==> src/rtl/fdct_butterfly_stage_pkg.sv <==
// Shared defaults and types for the FDCT butterfly stage.
package fdct_pkg;

    localparam int FDCT_WIDTH_IN  = 8;
    localparam int FDCT_WIDTH_OUT = 9;
    localparam int FDCT_N         = 8;

    // Width of a counter that spans 0..n-1 (never narrower than one bit).
    function automatic int cnt_width(input int n);
        return (n > 1) ? $clog2(n) : 1;
    endfunction

    localparam int FDCT_CNT_W = cnt_width(FDCT_N);

    typedef enum logic {
        FILL  = 1'b0,
        DRAIN = 1'b1
    } bfly_state_t;

endpackage

==> src/rtl/fdct_butterfly_stage_butterfly_unit.sv <==
// Combinational butterfly: sign-extends both operands by the output width
// and produces their exact sum and difference.
module butterfly_unit
    import fdct_pkg::*;
#(
    parameter int WIDTH_IN  = FDCT_WIDTH_IN,
    parameter int WIDTH_OUT = FDCT_WIDTH_OUT
) (
    input  logic signed [WIDTH_IN-1:0]  a,
    input  logic signed [WIDTH_IN-1:0]  b,
    output logic signed [WIDTH_OUT-1:0] sum,
    output logic signed [WIDTH_OUT-1:0] diff
);

    logic [WIDTH_OUT-1:0] a_ext;
    logic [WIDTH_OUT-1:0] b_ext;

    // Sign-extend first so the one extra output bit absorbs any carry.
    always_comb begin
        a_ext = {{(WIDTH_OUT-WIDTH_IN){a[WIDTH_IN-1]}}, a};
        b_ext = {{(WIDTH_OUT-WIDTH_IN){b[WIDTH_IN-1]}}, b};
        sum   = a_ext + b_ext;
        diff  = a_ext - b_ext;
    end

endmodule

==> src/rtl/fdct_butterfly_stage.sv <==
// First FDCT stage: gathers a row of N samples, then streams the N/2
// butterfly sums followed by the N/2 butterfly differences.
//
// Handshake: a transfer happens on a rising edge where valid && ready are
// both high; the producer holds its data stable while valid && !ready, and
// ready never depends on valid. Input side is open only in FILL, output side
// only in DRAIN, so the two never transfer in the same cycle.
module fdct_butterfly_stage
    import fdct_pkg::*;
#(
    parameter int WIDTH_IN  = FDCT_WIDTH_IN,
    parameter int WIDTH_OUT = FDCT_WIDTH_OUT,
    parameter int N         = FDCT_N
) (
    input  logic                   clk,
    input  logic                   reset,
    input  logic                   in_valid,
    output logic                   in_ready,
    input  logic [WIDTH_IN-1:0]    in_data,
    output logic                   out_valid,
    input  logic                   out_ready,
    output logic [WIDTH_OUT-1:0]   out_data,
    output logic [$clog2(N)-1:0]   out_idx,
    output logic                   out_last
);

    localparam int            CW   = cnt_width(N);
    localparam logic [CW-1:0] LAST = CW'(N - 1);

    // state and cnt are the observable FSM context (FILL/DRAIN, position in row).
    bfly_state_t                state;
    logic [CW-1:0]              cnt;
    logic signed [WIDTH_IN-1:0] x [N];

    logic                        accept;
    logic                        handshake;
    logic                        cnt_last;
    logic [CW-1:0]               i_idx;
    logic [CW-1:0]               j_idx;
    logic signed [WIDTH_IN-1:0]  op_a;
    logic signed [WIDTH_IN-1:0]  op_b;
    logic signed [WIDTH_OUT-1:0] bf_sum;
    logic signed [WIDTH_OUT-1:0] bf_diff;

    assign cnt_last  = (cnt == LAST);
    assign in_ready  = (state == FILL) && !reset;
    assign out_valid = (state == DRAIN) && !reset;
    assign accept    = in_valid && in_ready;
    assign handshake = out_valid && out_ready;

    // Control FSM: count accepts in FILL, count handshakes in DRAIN.
    always_ff @(posedge clk) begin
        if (reset) begin
            state <= FILL;
            cnt   <= '0;
        end else begin
            case (state)
                FILL: begin
                    if (accept) begin
                        if (cnt_last) begin
                            cnt   <= '0;
                            state <= DRAIN;
                        end else begin
                            cnt <= cnt + 1'b1;
                        end
                    end
                end
                DRAIN: begin
                    if (handshake) begin
                        if (cnt_last) begin
                            cnt   <= '0;
                            state <= FILL;
                        end else begin
                            cnt <= cnt + 1'b1;
                        end
                    end
                end
                default: begin
                    state <= FILL;
                    cnt   <= '0;
                end
            endcase
        end
    end

    // Sample store: written only on an accepted input, never reset.
    always_ff @(posedge clk) begin
        if (accept) begin
            x[cnt] <= in_data;
        end
    end

    // Pair selection: the MSB of cnt picks sum vs diff; the low bits give i,
    // and the mirror partner is N-1-i. N is a power of two here.
    always_comb begin
        i_idx         = cnt;
        i_idx[CW-1]   = 1'b0;
        j_idx         = LAST - i_idx;
        op_a          = x[i_idx];
        op_b          = x[j_idx];
    end

    butterfly_unit #(
        .WIDTH_IN  (WIDTH_IN),
        .WIDTH_OUT (WIDTH_OUT)
    ) u_bfly (
        .a    (op_a),
        .b    (op_b),
        .sum  (bf_sum),
        .diff (bf_diff)
    );

    // Output mux: results come from registered samples and count, zero when idle.
    always_comb begin
        out_data = '0;
        out_idx  = '0;
        out_last = 1'b0;
        if (out_valid) begin
            out_data = cnt[CW-1] ? bf_diff : bf_sum;
            out_idx  = cnt;
            out_last = cnt_last;
        end
    end

endmodule

==> config.mk <==
export PLATFORM = sky130hd
export DESIGN_NAME = fdct_butterfly_stage
export DESIGN_NICKNAME = d
export VERILOG_FILES = /design/src/rtl/fdct_butterfly_stage_pkg.sv /design/src/rtl/fdct_butterfly_stage_butterfly_unit.sv /design/src/rtl/fdct_butterfly_stage.sv
export SDC_FILE = /design/constraint.sdc
export NUM_CORES = 1
export LEC_CHECK = 0
export ABC_AREA = 1
export CAP_MARGIN = 30
export CELL_PAD_IN_SITES_DETAIL_PLACEMENT = 1
export CELL_PAD_IN_SITES_GLOBAL_PLACEMENT = 1
export CORE_UTILIZATION = 43
export CTS_BUF_LIST = sky130_fd_sc_hd__clkbuf_4
export CTS_CLUSTER_DIAMETER = 100
export CTS_CLUSTER_SIZE = 16
export DETAILED_ROUTE_END_ITERATION = 10
export GPL_TIMING_DRIVEN = 0
export PLACE_DENSITY_LB_ADDON = 0.1
export SYNTH_ARGS = -nofsm -noshare
export SYNTH_HDL_FRONTEND = slang
export SYNTH_SLANG_ARGS = --single-unit
==> constraint.sdc <==
create_clock -name clk -period 2.6 [get_ports clk]
set_input_delay 0.39 -clock clk [delete_from_list [all_inputs] [get_ports clk]]
set_output_delay 0.39 -clock clk [all_outputs]
set_load 0.01 [all_outputs]
# After elaboration in Yosys (flattened, before gate mapping)
# Memory sizes are Yosys's and may differ from the RTL's. A register that Yosys moved wholly into a read port is not among the register bits.
# Index checks and enable logic that the tools add are counted.
# totals
reg_bits,4
ram_bits,64
inputBits,12
mem_count,1
word_cells,34
out_inout_bits,15
# mem_list
name,words,width,rd,rd_clocked_by_memory_dff,wr,line,rtl
x,8,8,2,1,1,fdct_butterfly_stage.sv:33,logic signed [WIDTH_IN-1:0] x [N];
# classes
mux,17
addsub,4
bitwise_logic,1
eq_ne,3
n_reduce_logical,6
# ops
op,count
two-way mux 3 bit,6
two-way mux 9 bit,2
adder 8 x 8 -> 9 bit,1
subtractor 8 x 8 -> 9 bit,1
two-way mux 1 bit,7
case mux 3 bit (2 select lines),1
logical AND 1 bit,4
adder 3 x 1 -> 3 bit (second input constant),1
equality test 3 bit (second input constant),1
subtractor 3 x 2 -> 3 bit (first input constant),1
inequality test 2 x 1 -> 1 bit (second input constant),1
inequality test 2 bit (second input constant),1
case mux 1 bit (2 select lines),1
AND reduction 2 bit,1
logical NOT 1 bit,1
inverter 1 bit,1

# Logic depth before layout (Yosys ltp)
# logic_depth
word_depth,7
ltp_mapped,20
ltp_nobuf,18

# Cells and area by module
# A second synthesis with hierarchy kept.
# unflattened
hier_cells,388
area_unflattened_um2,3693.5
# modules_own_cells
mod,cells_each,n_inst,area_each_um2,seq_area_each_um2
fdct_butterfly_stage,239,1,2851.5,2042.0
butterfly_unit,149,1,842.1,0.0

# Worst setup path after synthesis
# Ideal clock, no wire load.
# synth_timing
path_kind,flip-flop to output port
start,register cnt[0]
end,output port out_data[6]
required_ns,2.210
arrival_ns,2.463
stages_incl_launch_ff,17
n_path_buf,2
slack_ns,-0.253
path_cell_list,dfxtp_1 > buf_6 > buf_6 > nand2_1 > nand3_1 > nand2_1 > ha_1 > o21ai_0 > inv_1 > fa_1 > o21ai_0 > nand2_1 > nand2_1 > nand2_1 > nand2_1 > a21oi_1 > a21oi_1
# synth_via
elab_chain_len,5
elab_cells_between_ends,6
cone_classes,add/sub (3); mux (2); memory (1)
# synth_rtl
item,line,rtl
"start, declared",fdct_butterfly_stage.sv:32,logic [CW-1:0] cnt;
"start signal, assigned",fdct_butterfly_stage.sv:64,cnt <= cnt + 1'b1;
"start signal, assigned",fdct_butterfly_stage.sv:74,cnt <= cnt + 1'b1;
subtractor 3 x 2 -> 3 bit (*),fdct_butterfly_stage.sv:98,j_idx = LAST - i_idx;
memory read (8 x 8 bit) (*),-,
adder 8 x 8 -> 9 bit / subtractor 8 x 8 -> 9 bit (equally long branches),"fdct_butterfly_stage_butterfly_unit.sv:22, fdct_butterfly_stage_butterfly_unit.sv:23",
two-way mux 9 bit (*),fdct_butterfly_stage.sv:119,out_data = cnt[CW-1] ? bf_diff : bf_sum;
two-way mux 9 bit (*),fdct_butterfly_stage.sv:118,if (out_valid) begin
"end, declared",fdct_butterfly_stage.sv:22,"output logic [WIDTH_OUT-1:0] out_data,"
# Mark *: on every way between the ends. The rest lies on a longest branch, timed or not.

# Worst setup path after layout
# layout_timing
start,register cnt[0]
end,output port out_data[7]
# Same word-level chain as after synthesis.

==> metrics <==
status finished, violations left; violated checks negative setup slack; CTS Hold Bufs 0; synthesized netlist cell count 318; final worst path period need 3.42 ns; detailed-route via count 2492; wire length per cell 17.2 µm; crit path capture type primary output; setup violators final 8; post-route clock period utilization 132%; drt first-iter violations 76; Clock Path Buffers 2; Fin Setup TNS -4.89 ns; Max Fclk 0.292 GHz; total of max-cap violations 0; area share of the largest cell type after synthesis 58.1%; die span in y 89.7 µm; Worst Setup Slack, final -0.825 ns; Psw 773 µW; die area 0.00805 mm²; Avg Cell Area, Syn 10.4 µm²; H-tree levels 3; Final Hold Fails 0; FF+latch count, synth 70; Synth cell types 27; Clk network pwr share 26.0%; CP Data Arrival Time 3.03 ns; num rows 31; most common cell in the netlist nand2_1; sequential share of the synthesized area 61.7%; initial antenna violation count 0; Clk Latency, worst-skew pair 0.42 ns; Pleak 0.00164 µW; internal power 1820 µW; Global Route Usage Sum 21.8%; Clk Tree Root Cell clkbuf_4; Routed Antenna Nets 0; RSZ-0062 raised after global routing yes; fin util 57.6%; Synth top cells by count nand2_1 (74), edfxtp_1 (64), nor2_1 (32); Worst path slowest cell dfxtp_2; Power Density 615 mW/mm²; Pins Over Slew Limit 0; first-pass GRT wire length 13.0 mm; mapped cell area 0.00331 mm²; clk sinks 70; initial core utilization 45.1%; I/O Buffers 26; dominant synthesized flop cell edfxtp_1; detailed-route wire length 8.28 mm; critical path's most frequent cell nand2_4; Pre-Repair DR Iteration Count 4; cell taking the most area after synthesis edfxtp_1; Core ar. 0.00733 mm²; CTS tree yes; clk slew on worst S/H paths 0.11 ns; Post-route DRC 0; clock buffer count from CTS 9; Nets 403; switch share 29.8%; warning count from the yosys run 0; Area growth, synth to finish 27.6%; Setup Skew 0.00716 ns; EDFF count, synth 64; worst slew pin tran 0.877 ns; Post-Syn Nets 342; asr flop ratio synth 0%; CP Max Fanout 8; RePlAce Congestion 0.779; CP peak stage delay 0.37 ns; grt ovf 0; # IOs 27; critical path type register to primary output; drt via density 5.17; vias in the first global route 2509; Top delay family on crit path simple AND/OR/NAND/NOR gates; Worst IR Drop VDD 0.366 mV; Worst Path Buf+Inv 6; CP required 2.21 ns; Sequential Power Share 48.5%; hpwl dp 5.69 mm; Comb pwr share 25.5%; chip width 89.7 µm; crit start category register; diode count 0; top post-synthesis cells by area edfxtp_1 (58%), nand2_1 (8.4%), ha_1 (4.2%), dfxtp_1 (3.6%), nor2_1 (3.6%); worst rel slew slack 41.3%; crit path cell chain buf_8 > inv_8 > buf_8 > nand2_4 > nand3_2 > nand2_4 > ha_4 > nand2_4 > nor2_4 > a21oi_2 > xor2_1 > ha_1 > buf_6 > inv_2 > o31a_1 > nand3_1 > nand2_1 > nor2_2 > buf_2; layout cells sized above 1 29.0%; worst min path class register to register; largest net degree at the start of global routing 13
[final timing paths]
path,start,endpoint,slack (ns),depth (start not counted)
worst max-delay path,cnt[0]$_SDFFE_PP0P_,out_data[7],-0.82,19
worst min-delay path,state$_SDFF_PP0_,state$_SDFF_PP0_,0.51,2
worst max register to register,cnt[0]$_SDFFE_PP0P_,x[7][2]$_DFFE_PP_,0.49,6
worst min register to register,state$_SDFF_PP0_,state$_SDFF_PP0_,0.51,2
[cells by family after synthesis]
| group | synth area share [%] |
|---|---|
| flops | 61.7 |
| buf+inv | 5.26 |
| xor+xnor | 1.59 |
| simple gates | 17.1 |
| compound gates | 9.53 |
| fa+ha+maj | 4.77 |
[worst reg2reg max path: stages, from the launching register on]
cell	delay [ns]
dfxtp_2	0.37
buf_8	0.14
buf_4	0.12
bufbuf_16	0.24
buf_4	0.09
nand2_1	0.09
nor2_1	0.69
[power by group through the flow]
| stage | clock (µW) | combinational [µW] | sequential, µW |
|---|---|---|---|
| 2_1_floorplan | 0 | 331 | 1280 |
| 3_3_place_gp | 0 | 451 | 1280 |
| 3_5_place_dp | 0 | 465 | 1280 |
| 4_1_cts | 690 | 611 | 1260 |
| 5_1_grt | 724 | 722 | 1260 |
| 6_report | 674 | 662 | 1260 |
[layer usage]
layer / vias to the layer above / wire (µm) / global-route usage, %
li1: 1223 / - / -
met5: - / 0 / 0
met3: 16 / 226 / 3.81
met1: 1208 / 3620 / 26.0
met4: 0 / 198 / 10.7
met2: 45 / 4240 / 38.0
[through the flow]
stage / hold slack (ns) / power, µW / std cells / instance area (µm²) / setup slack (ns)
2_1_floorplan: 0.457 / 1610 / 318 / 3360 / -0.0667
3_3_place_gp: 0.487 / 1730 / 443 / 3740 / -0.866
3_5_place_dp: 0.493 / 1750 / 443 / 3740 / -0.975
4_1_cts: 0.507 / 2560 / 475 / 4130 / -0.845
5_1_grt: 0.558 / 2710 / 482 / 4220 / -0.957
6_report: 0.510 / 2600 / 482 / 4220 / -0.825
[state kept, by name (all words and copies together), names as in the netlist, named ones only]
signal,flops
x,64
cnt,3
state,1
[repair_timing]
action,CTS,global route
endpoints found under the hold margin,0,0
endpoints found under the setup margin,13,13
cloned,1,0
gates resized for setup,72,16
buffers inserted,17,7
pin swaps,30,15
[cell type report]
| class | instances | area (µm²) |
|---|---|---|
| buffer | 9 | 83.8 |
| clock buffer | 9 | 67.6 |
| clock inverter | 6 | 63.8 |
| fill | 785 | 3110 |
| inverter | 28 | 113 |
| multi-input combinational | 210 | 1280 |
| sequential | 70 | 2050 |
| tap | 99 | 124 |
| timing repair buffer | 51 | 439 |
[placed cells by master, fill, tap and decap left out, types with 6 or more instances in the layout]
| cell type | netlist | final |
|---|---|---|
| nand2_1 | 74 | 67 |
| nand2_4 | 0 | 6 |
| ha_1 | 11 | 10 |
| o21ai_0 | 23 | 14 |
| buf_4 | 0 | 22 |
| nor2_1 | 32 | 28 |
| edfxtp_1 | 64 | 64 |
| o21ai_1 | 0 | 6 |
| inv_1 | 26 | 22 |
| clkdlybuf4s50_1 | 0 | 17 |
| a21oi_1 | 22 | 12 |
| a21oi_2 | 0 | 10 |
| buf_2 | 3 | 9 |
| nand3_1 | 17 | 14 |
| clkbuf_4 | 0 | 9 |
Note: power is estimated with default switching activity, not from simulation.
